$ cat src/rtl/mosby_pkg.sv
// ============================================================================
// Module  : mosby_pkg
// Brief   : Shared codes for the mosby core: branch conditions, status bit
//           positions, ALU ops and operand-mux selects.
// Revision: 1.0 - initial release
// ============================================================================
`default_nettype none

package mosby_pkg;

    // Branch condition selects carried on branch_op
    localparam logic [2:0] c_op_bpl = 3'd0;
    localparam logic [2:0] c_op_bmi = 3'd1;
    localparam logic [2:0] c_op_bvc = 3'd2;
    localparam logic [2:0] c_op_bvs = 3'd3;
    localparam logic [2:0] c_op_bcc = 3'd4;
    localparam logic [2:0] c_op_bcs = 3'd5;
    localparam logic [2:0] c_op_bne = 3'd6;
    localparam logic [2:0] c_op_beq = 3'd7;

    // Bit positions within the NV-BDIZC status byte
    localparam logic [2:0] c_flag_n = 3'd7;
    localparam logic [2:0] c_flag_v = 3'd6;
    localparam logic [2:0] c_flag_z = 3'd1;
    localparam logic [2:0] c_flag_c = 3'd0;

    typedef enum logic [2:0] {
        ALU_ADD  = 3'd0,
        ALU_SUB  = 3'd1,
        ALU_AND  = 3'd2,
        ALU_OR   = 3'd3,
        ALU_XOR  = 3'd4,
        ALU_SHL  = 3'd5,
        ALU_SHR  = 3'd6,
        ALU_PASS = 3'd7
    } alu_op_t;

    typedef enum logic [1:0] {
        OPND_X   = 2'd0,
        OPND_Y   = 2'd1,
        OPND_SP  = 2'd2,
        OPND_IMM = 2'd3
    } opnd_sel_t;

    function automatic logic [15:0] sign_extend8(input logic [7:0] value);
        return {{8{value[7]}}, value};
    endfunction

endpackage

`default_nettype wire

$ cat src/rtl/branch_cond.sv
// ============================================================================
// Module  : branch_cond
// Brief   : Combinational branch-condition evaluation from branch_op + status.
// Revision: 1.0 - initial release
// ============================================================================
`default_nettype none

module branch_cond
    import mosby_pkg::*;
(
    input  logic [2:0] branch_op,
    input  logic [7:0] status,
    output logic       taken
);

    logic [2:0] w_flag_idx;

    // Ops come in pairs on one flag; bit 0 gives the flag value that branches.
    always_comb begin
        w_flag_idx = c_flag_n;
        case (branch_op[2:1])
            2'd0:    w_flag_idx = c_flag_n;
            2'd1:    w_flag_idx = c_flag_v;
            2'd2:    w_flag_idx = c_flag_c;
            2'd3:    w_flag_idx = c_flag_z;
            default: w_flag_idx = c_flag_n;
        endcase
    end

    assign taken = (status[w_flag_idx] == branch_op[0]);

endmodule

`default_nettype wire

$ cat src/rtl/program_counter.sv
// ============================================================================
// Module  : program_counter
// Brief   : 16-bit fetch address register with absolute jumps and relative
//           conditional branches, including a one-cycle page-cross fix-up.
// Revision: 1.0 - initial release
// ============================================================================
`default_nettype none

module program_counter
    import mosby_pkg::*;
#(
    parameter logic [15:0] RESET_PC = 16'h0000
) (
    input  logic        clk_1,
    input  logic        rst,
    input  logic        increment,
    input  logic        lower_byte,
    input  logic        branch_uncon,
    input  logic        branch_con,
    input  logic [2:0]  branch_op,
    input  logic [7:0]  status,
    input  logic [7:0]  data_in,
    output logic [15:0] pc,
    output logic        flush,
    output logic        stall
);

    localparam logic [0:0] c_st_run = 1'b0;
    localparam logic [0:0] c_st_fix = 1'b1;

    logic [0:0]  r_state;
    logic [0:0]  w_state_nxt;
    logic [15:0] r_pc;
    logic [15:0] w_pc_nxt;
    logic [7:0]  r_target_lo;
    logic [7:0]  w_target_lo_nxt;
    logic [7:0]  r_fix_hi;
    logic [7:0]  w_fix_hi_nxt;
    logic        r_flush;
    logic        w_flush_nxt;
    logic        r_stall;
    logic        w_stall_nxt;

    logic        w_cond_true;
    logic [15:0] w_base;
    logic [15:0] w_target;
    logic        w_page_cross;
    logic        w_branch_taken;

    branch_cond u_branch_cond (
        .branch_op (branch_op),
        .status    (status),
        .taken     (w_cond_true)
    );

    assign w_base         = r_pc + {15'd0, increment};
    assign w_target       = w_base + sign_extend8(data_in);
    assign w_page_cross   = (w_target[15:8] != w_base[15:8]);
    assign w_branch_taken = branch_con & ~branch_uncon & w_cond_true;

    // State register and datapath registers
    always_ff @(posedge clk_1) begin
        if (!rst) begin
            r_state     <= c_st_run;
            r_pc        <= RESET_PC;
            r_target_lo <= 8'h00;
            r_fix_hi    <= 8'h00;
            r_flush     <= 1'b0;
            r_stall     <= 1'b0;
        end else begin
            r_state     <= w_state_nxt;
            r_pc        <= w_pc_nxt;
            r_target_lo <= w_target_lo_nxt;
            r_fix_hi    <= w_fix_hi_nxt;
            r_flush     <= w_flush_nxt;
            r_stall     <= w_stall_nxt;
        end
    end

    // Next-state logic
    always_comb begin
        w_state_nxt = r_state;
        case (r_state)
            c_st_run: begin
                if (w_branch_taken && w_page_cross) begin
                    w_state_nxt = c_st_fix;
                end
            end
            c_st_fix: w_state_nxt = c_st_run;
            default:  w_state_nxt = c_st_run;
        endcase
    end

    // Next values for pc, target latch and the decoder handshakes
    always_comb begin
        w_pc_nxt        = r_pc;
        w_target_lo_nxt = r_target_lo;
        w_fix_hi_nxt    = r_fix_hi;
        w_flush_nxt     = 1'b0;
        w_stall_nxt     = 1'b0;
        case (r_state)
            c_st_run: begin
                if (lower_byte && !branch_uncon) begin
                    w_target_lo_nxt = data_in;
                end
                if (branch_uncon) begin
                    w_pc_nxt    = {data_in, r_target_lo};
                    w_flush_nxt = 1'b1;
                end else if (branch_con) begin
                    if (!w_branch_taken) begin
                        w_pc_nxt = w_base;
                    end else if (!w_page_cross) begin
                        w_pc_nxt    = w_target;
                        w_flush_nxt = 1'b1;
                    end else begin
                        // Low byte lands now; the high byte is patched in FIX.
                        w_pc_nxt     = {w_base[15:8], w_target[7:0]};
                        w_fix_hi_nxt = w_target[15:8];
                        w_stall_nxt  = 1'b1;
                    end
                end else begin
                    w_pc_nxt = w_base;
                end
            end
            c_st_fix: begin
                w_pc_nxt    = {r_fix_hi, r_pc[7:0]};
                w_flush_nxt = 1'b1;
            end
            default: begin
                w_pc_nxt = r_pc;
            end
        endcase
    end

    assign pc    = r_pc;
    assign flush = r_flush;
    assign stall = r_stall;

endmodule

`default_nettype wire

$ cat config.mk
export PLATFORM = sky130hd
export DESIGN_NAME = program_counter
export DESIGN_NICKNAME = d
export VERILOG_FILES = /design/src/rtl/mosby_pkg.sv /design/src/rtl/branch_cond.sv /design/src/rtl/program_counter.sv
export SDC_FILE = /design/constraint.sdc
export NUM_CORES = 1
export LEC_CHECK = 0
export ABC_AREA = 1
export CAP_MARGIN = 0
export CORE_AREA = 2 2 108 110
export CTS_CLUSTER_SIZE = 8
export DETAILED_ROUTE_END_ITERATION = 12
export DIE_AREA = 0 0 110 112
export GPL_TIMING_DRIVEN = 1
export PLACE_DENSITY = 0.46
export SYNTH_ARGS = -nofsm -noshare
export SYNTH_HDL_FRONTEND = slang
export SYNTH_HIERARCHICAL = 1
export SYNTH_SLANG_ARGS = --single-unit
$ cat constraint.sdc
create_clock -name clk_1 -period 3.4 [get_ports clk_1]
set_clock_uncertainty 0.05 [all_clocks]
set_input_delay 0.68 -clock clk_1 [delete_from_list [all_inputs] [get_ports clk_1]]
set_output_delay 0.68 -clock clk_1 [all_outputs]
set_load 0.01 [all_outputs]
---- Yosys cells after proc, flatten, opt, wreduce, memory -nomap -nowiden ----
Cells that the tools add are included.
word-level totals
  output and inout bits ................... 18
  register bits ........................... 35
  word-level logic and storage cells ...... 45
cells by class
  multiplexer cells ....................... 16
  add/subtract/negate cells ............... 2
  bitwise gates (word level) .............. 7
  order comparisons ....................... 1
  equality and inequality tests ........... 5
  reductions and logical operators ........ 7
operator list
  cell                  number
  $mux W16              4
  $pmux W16 S2          1
  $add A16 B1 Y16       1
  $add A16 B16 Y16      1
  $pmux W3 S4           1
  $ne A8 B8 Y1          1
  $mux W1               7
  $not A1 Y1            5
  $reduce_and A5 Y1     1
  $reduce_or A5 Y1      1
  $eq A2 B2 Y1 const B  2
  $lt A3 B4 Y1 const B  1
  $pmux W1 S2           2
  $bmux W1 S3           1
  $and A1 B1 Y1         2
  $eq A2 B1 Y1 const B  1
  $logic_and A1 B1 Y1   2
  $logic_not A2 Y1      1
  $reduce_and A2 Y1     1
  $eq A1 B1 Y1          1
  $logic_not A1 Y1      1

---- Longest topological paths before layout ----
  depth after elaboration ................. 10
  depth in mapped cells ................... 26

---- Cells and area by module ----
Netlist, hierarchy kept.
by module, submodules not included
  module           times used  area each (um2)  seq. area each (um2)  cells each
  program_counter  1           3059.2           700.7                 489
  branch_cond      1           118.9            0.0                   21

---- Worst setup path after synthesis ----
OpenSTA, ideal clock, no wires.
  kind .................................... in2reg
  start ................................... input increment
  end ..................................... register r_fix_hi[6]
  data arrival time ....................... 3.119 ns
  data required time ...................... 3.237 ns
  path buffers ............................ 1
  stages on the path ...................... 22
  path slack .............................. 0.118 ns
  path through ............................ ha_1 nand2_2 nor2_4 nand3_4 nor2_4 nand2_1 nand2_1 nand2_2 ha_1 inv_2 nor3_1 and2_1 nand2_1 nand3_1 nand2_1 nand2_1 nand3_1 nor2_4 nand2_4 buf_12 a21oi_2 nor2_2
on the way
  word-level cells in the longest chain between the ends .. 4
RTL lines
  element                      RTL line               text
  from (decl)                  program_counter.sv:16  input logic increment,
  $add A16 B1 Y16 (*)          program_counter.sv:56  assign w_base = r_pc + {15'd0, increment};
  $add A16 B16 Y16             program_counter.sv:57  assign w_target = w_base + sign_extend8(data_in);
  $ne A8 B8 Y1                 program_counter.sv:58  assign w_page_cross = (w_target[15:8] != w_base[15:8]);
  $reduce_and A5 Y1 (no line)  n/a
  to (signal assigned)         program_counter.sv:74  r_fix_hi <= w_fix_hi_nxt;
  to (decl)                    program_counter.sv:37  logic [7:0] r_fix_hi;
Every way passes the cells marked *; elsewhere a longest branch is shown, timed or not.
A chain may end at the register's enable or synchronous reset.

---- Final worst setup path ----
Same ends and word-level chain as after synthesis.

==> results.md <==
Route:
- The number of search-and-repair iterations in the first detailed-routing pass is 5.
- The starting DRC count in detailed routing is 175.
- The post-route DRC violation count is 0.
- The count of nets left with antenna violations once routing finished came out at 0.
- The total wire length is approximately 11,000 µm.
- After detailed routing, the average wire length per cell comes to 14.4 µm.
- The count of vias placed by the detailed router is 3,577.
- In the routed layout, each cell is associated on average with a via count of 4.68.

Critical path:
- The worst register-to-register path has a setup slack of 280 ps.
- Among the stages of the critical path, the cell type that occurs most often is sky130_fd_sc_hd__nand2_2.
- The endpoint class of the critical path is a flop.
- The endpoint required time on the critical path is 3530 ps.
- The critical path goes through buf_2 > ha_4 > nand2_4 > nor2_4 > nand3_4 > nor2_4 > nand2_1 > nand2_1 > nand2_2 > ha_4 > buf_4 > a21oi_2 > nand2_2 > a21oi_4 > nand2_2 > nand2_2 > nand2_2 > nand2_2 > nand3_2 > nor2_4 > buf_12 > nand2_8 > a21oi_4 > nor2_2.
- The endpoint of the lowest-slack register-to-register path is r_fix_hi[6].
- The category of the critical setup timing path is input pin to flop.
- The standard cell with the maximum stage delay on the critical path is sky130_fd_sc_hd__ha_4.
- The startpoint type of the worst setup path is an input pin.
- At the worst endpoint, the arrival time is ~3300 ps.
- The number of cells on the worst reg-to-reg path is 23.
- The worst register-to-register path begins at pc[0].
- The largest fanout on the critical path is 5.
- The delay of the slowest cell on the worst path is between 200 and 300 ps.

Clock tree:
- The tree is rooted in a sky130_fd_sc_hd__clkbuf_16.
- The clock-pin slew reported for the worst setup and hold paths after clock tree synthesis is approximately 50 ps.
- Hold repair after CTS inserted 0 buffers.
- Clock latency on the worst-skew pair, taken at its later pin, is 280 ps.
- The TritonCTS sink count is 35.
- The clock tree synthesis step divided the H-tree into 2 levels.
- TritonCTS built the clock tree.
- TritonCTS created 5 clock buffers.
- The maximum clock path buffer count is 2.

Synthesis:
- The post-synthesis sequential area ratio is 0.220.
- The number of nets handed over by synthesis was 556.
- The number of flip-flops and latches in the synthesized netlist is 35.
- Synthesis handed over a netlist of a little over 500 instances.
- Yosys printed 6 warnings.
- The count of cell types in the netlist is 37.
- The cell area that synthesis handed to floorplanning was approximately 3200 µm².
- Each instance of the synthesized netlist takes up on average roughly 6.2 µm².

GRT:
- The total overflow reported by the global router is 0.
- Across every metal layer, demand over resource in global routing totals 0.187.
- The number of global-route vias before repair is 3,472.
- Entering global routing, the biggest net connects 22 pins.
- The first global-routing pass estimated 17,700 µm of wire.
- The initial antenna violation count is 0.

Timing:
- The aggregate negative setup slack is 0 ps.
- Hold is met by 415 ps.
- The worst relative slew slack is 0.556.
- The final number of hold-violating endpoints is 0.
- The final critical-path share of the clock period is 0.941.
- Setup violations remaining at the end of the flow were counted as 0.
- The number of pins with negative max-slew slack in the final report is 0.
- The shortest clock period the worst path allows after layout is 3200 ps.
- For the pin with the worst max-slew slack, the measured transition is 665 ps.
- The top achievable clock speed is 313 MHz.

Pwr:
- The maximum ir drop on the vdd rail is about 0.30 mV.
- The static leakage is approximately 2.3 nW.
- The power density over cell area is around 340 nW/µm².
- The design draws 1.64 mW.

Die:
- The core region is 11,200 µm².
- In this run the horizontal extent of the chip is 110 µm.
- 43 I/O pins were placed.
- The initial standard-cell utilization of the core is 0.284.
- The floorplan die area is 12,300 µm².
- The chip height is 112 µm.
- After floorplanning, the core was divided into 39 placement rows.

Worst hold path:
- The kind of path behind the tightest hold check is flop to flop.
- The cell depth of the worst hold path is 2.
- The worst hold path terminates at r_target_lo[0].
- The beginning of the worst hold path is r_target_lo[0].

Run status:
- The run finished with clean final reports.

Cells and area:
- The library cells used most frequently in the layout, excluding fill and tap cells, are 126 x sky130_fd_sc_hd__nand2_1, 70 x sky130_fd_sc_hd__buf_4, 66 x sky130_fd_sc_hd__inv_1.
- The number of antenna diodes is 0.
- The layout overhead on the synthesized area is 52.8%.
- In the final layout, the share of cells above drive strength 1 is 0.307.
- At the end of the flow the core is filled with cells to 0.434.
- After filler insertion, the fill cell instance count of the layout stands at approximately 1,200.
- Leaving out fill and tap cells, the most frequent cell in the layout is sky130_fd_sc_hd__nand2_1.
- For this run, the post-layout net count is approximately 670.

Place:
- The total of buffers placed on input and output ports is 38.
- The HPWL after detailed placement is 8610 µm.
- At the end of routability-driven placement, the weighted congestion stood at 0.867.

Flow run:
- Across the run, the number of max-cap violations was 0.
## where the power goes
group | total (mW) | internal, mW | leakage (nW) | switching, mW
sequential | 0.472 | 0.440 | 0.288 | 0.0317
combinational | 0.656 | 0.311 | 1.93 | 0.346
clock | 0.508 | 0.342 | 0.0769 | 0.166
## through the flow
| step | cells | area (µm²) | setup slack, ps |
|---|---|---|---|
| finish | 765 | 4850 | 201 |
| global route | 765 | 4850 | -5.20 |
| CTS | 764 | 4680 | 18.2 |
| detailed placement | 747 | 4180 | -788 |
| global placement | 747 | 4180 | -795 |
| floorplan | 510 | 3180 | 118 |
## cell families after synthesis
| group | after synthesis | synth area share |
|---|---|---|
| adders and majority gates | 21 | 0.0850 |
| and+or+nand+nor | 276 | 0.400 |
| buffers and inverters | 90 | 0.114 |
| DFF | 35 | 0.220 |
| AOI/OAI and AO/OA | 75 | 0.138 |
| xor gates and xnor gates | 13 | 0.0425 |
## flip-flops by register name (all words and copies together), names as in the netlist
register,flops
flush,1
r_target_lo,8
stall,1
r_state,1
r_fix_hi,8
pc,16
## timing repair
action	in CTS	in global routing
pin swaps	20	23
resized for setup	44	40
cloned	2	0
endpoints found under the setup margin	11	11
setup buffers	8	1
## worst max-delay path by stage
stage / startpoint / end / slack (ps) / cells past startpoint
floorplan: increment / r_fix_hi[6] / 120 / 22
finish: increment / r_fix_hi[6] / 200 / 24
global route: increment / r_fix_hi[4] / -5 / 25
detailed placement: increment / r_fix_hi[6] / -790 / 21
CTS: increment / r_fix_hi[6] / 20 / 21
global placement: increment / r_fix_hi[6] / -790 / 21
## final cells by class
type | instances | area [µm²] | share of cell area
Clock inverter | 1 | 30.0 | 0.00619
Tap cell | 143 | 179 | 0.0369
Sequential cell | 35 | 701 | 0.144
Multi-Input combinational cell | 387 | 2540 | 0.523
Timing Repair Buffer | 112 | 972 | 0.200
Clock buffer | 6 | 129 | 0.0265
Inverter | 81 | 307 | 0.0631
## Yosys cell counts (all sizes together)
cell type,n,area (µm²)
nand2,159,637
nor3,5,25.0
a21oi,32,190
ha,20,250
fa,1,20.0
or2,1,6.26
o211ai,1,7.51
nor2,51,263
clkinv,3,11.3
xnor2,5,43.8
a22oi,8,60.1
inv,78,293
xor2,7,68.8
and2,2,12.5
buf,2,27.5
xnor3,1,22.5
dfxtp,35,701
nand4,10,62.6
a21o,1,7.51
clkbuf,7,30.0
nand3b,1,7.51
o22ai,7,43.8
o21ai,26,130
nand3,47,258
## critical path, delay by kind of cell
kind	cells	cell delay [ps]
adder cells (fa/ha/maj)	2	410
buffers and inverters	3	400
AO/OA/AOI/OAI	3	400
AND/OR/NAND/NOR	16	1410
## routing by layer
metal  up-vias  global-route usage  routed length (µm)
met5         -                   0                   0
met4         0              0.0624                 304
met3        17              0.0146                 373
met2        81               0.310                5340
met1      1620               0.254                5000
li1       1859                   -                   -
No activity file was read; power rests on OpenSTA's default activity.
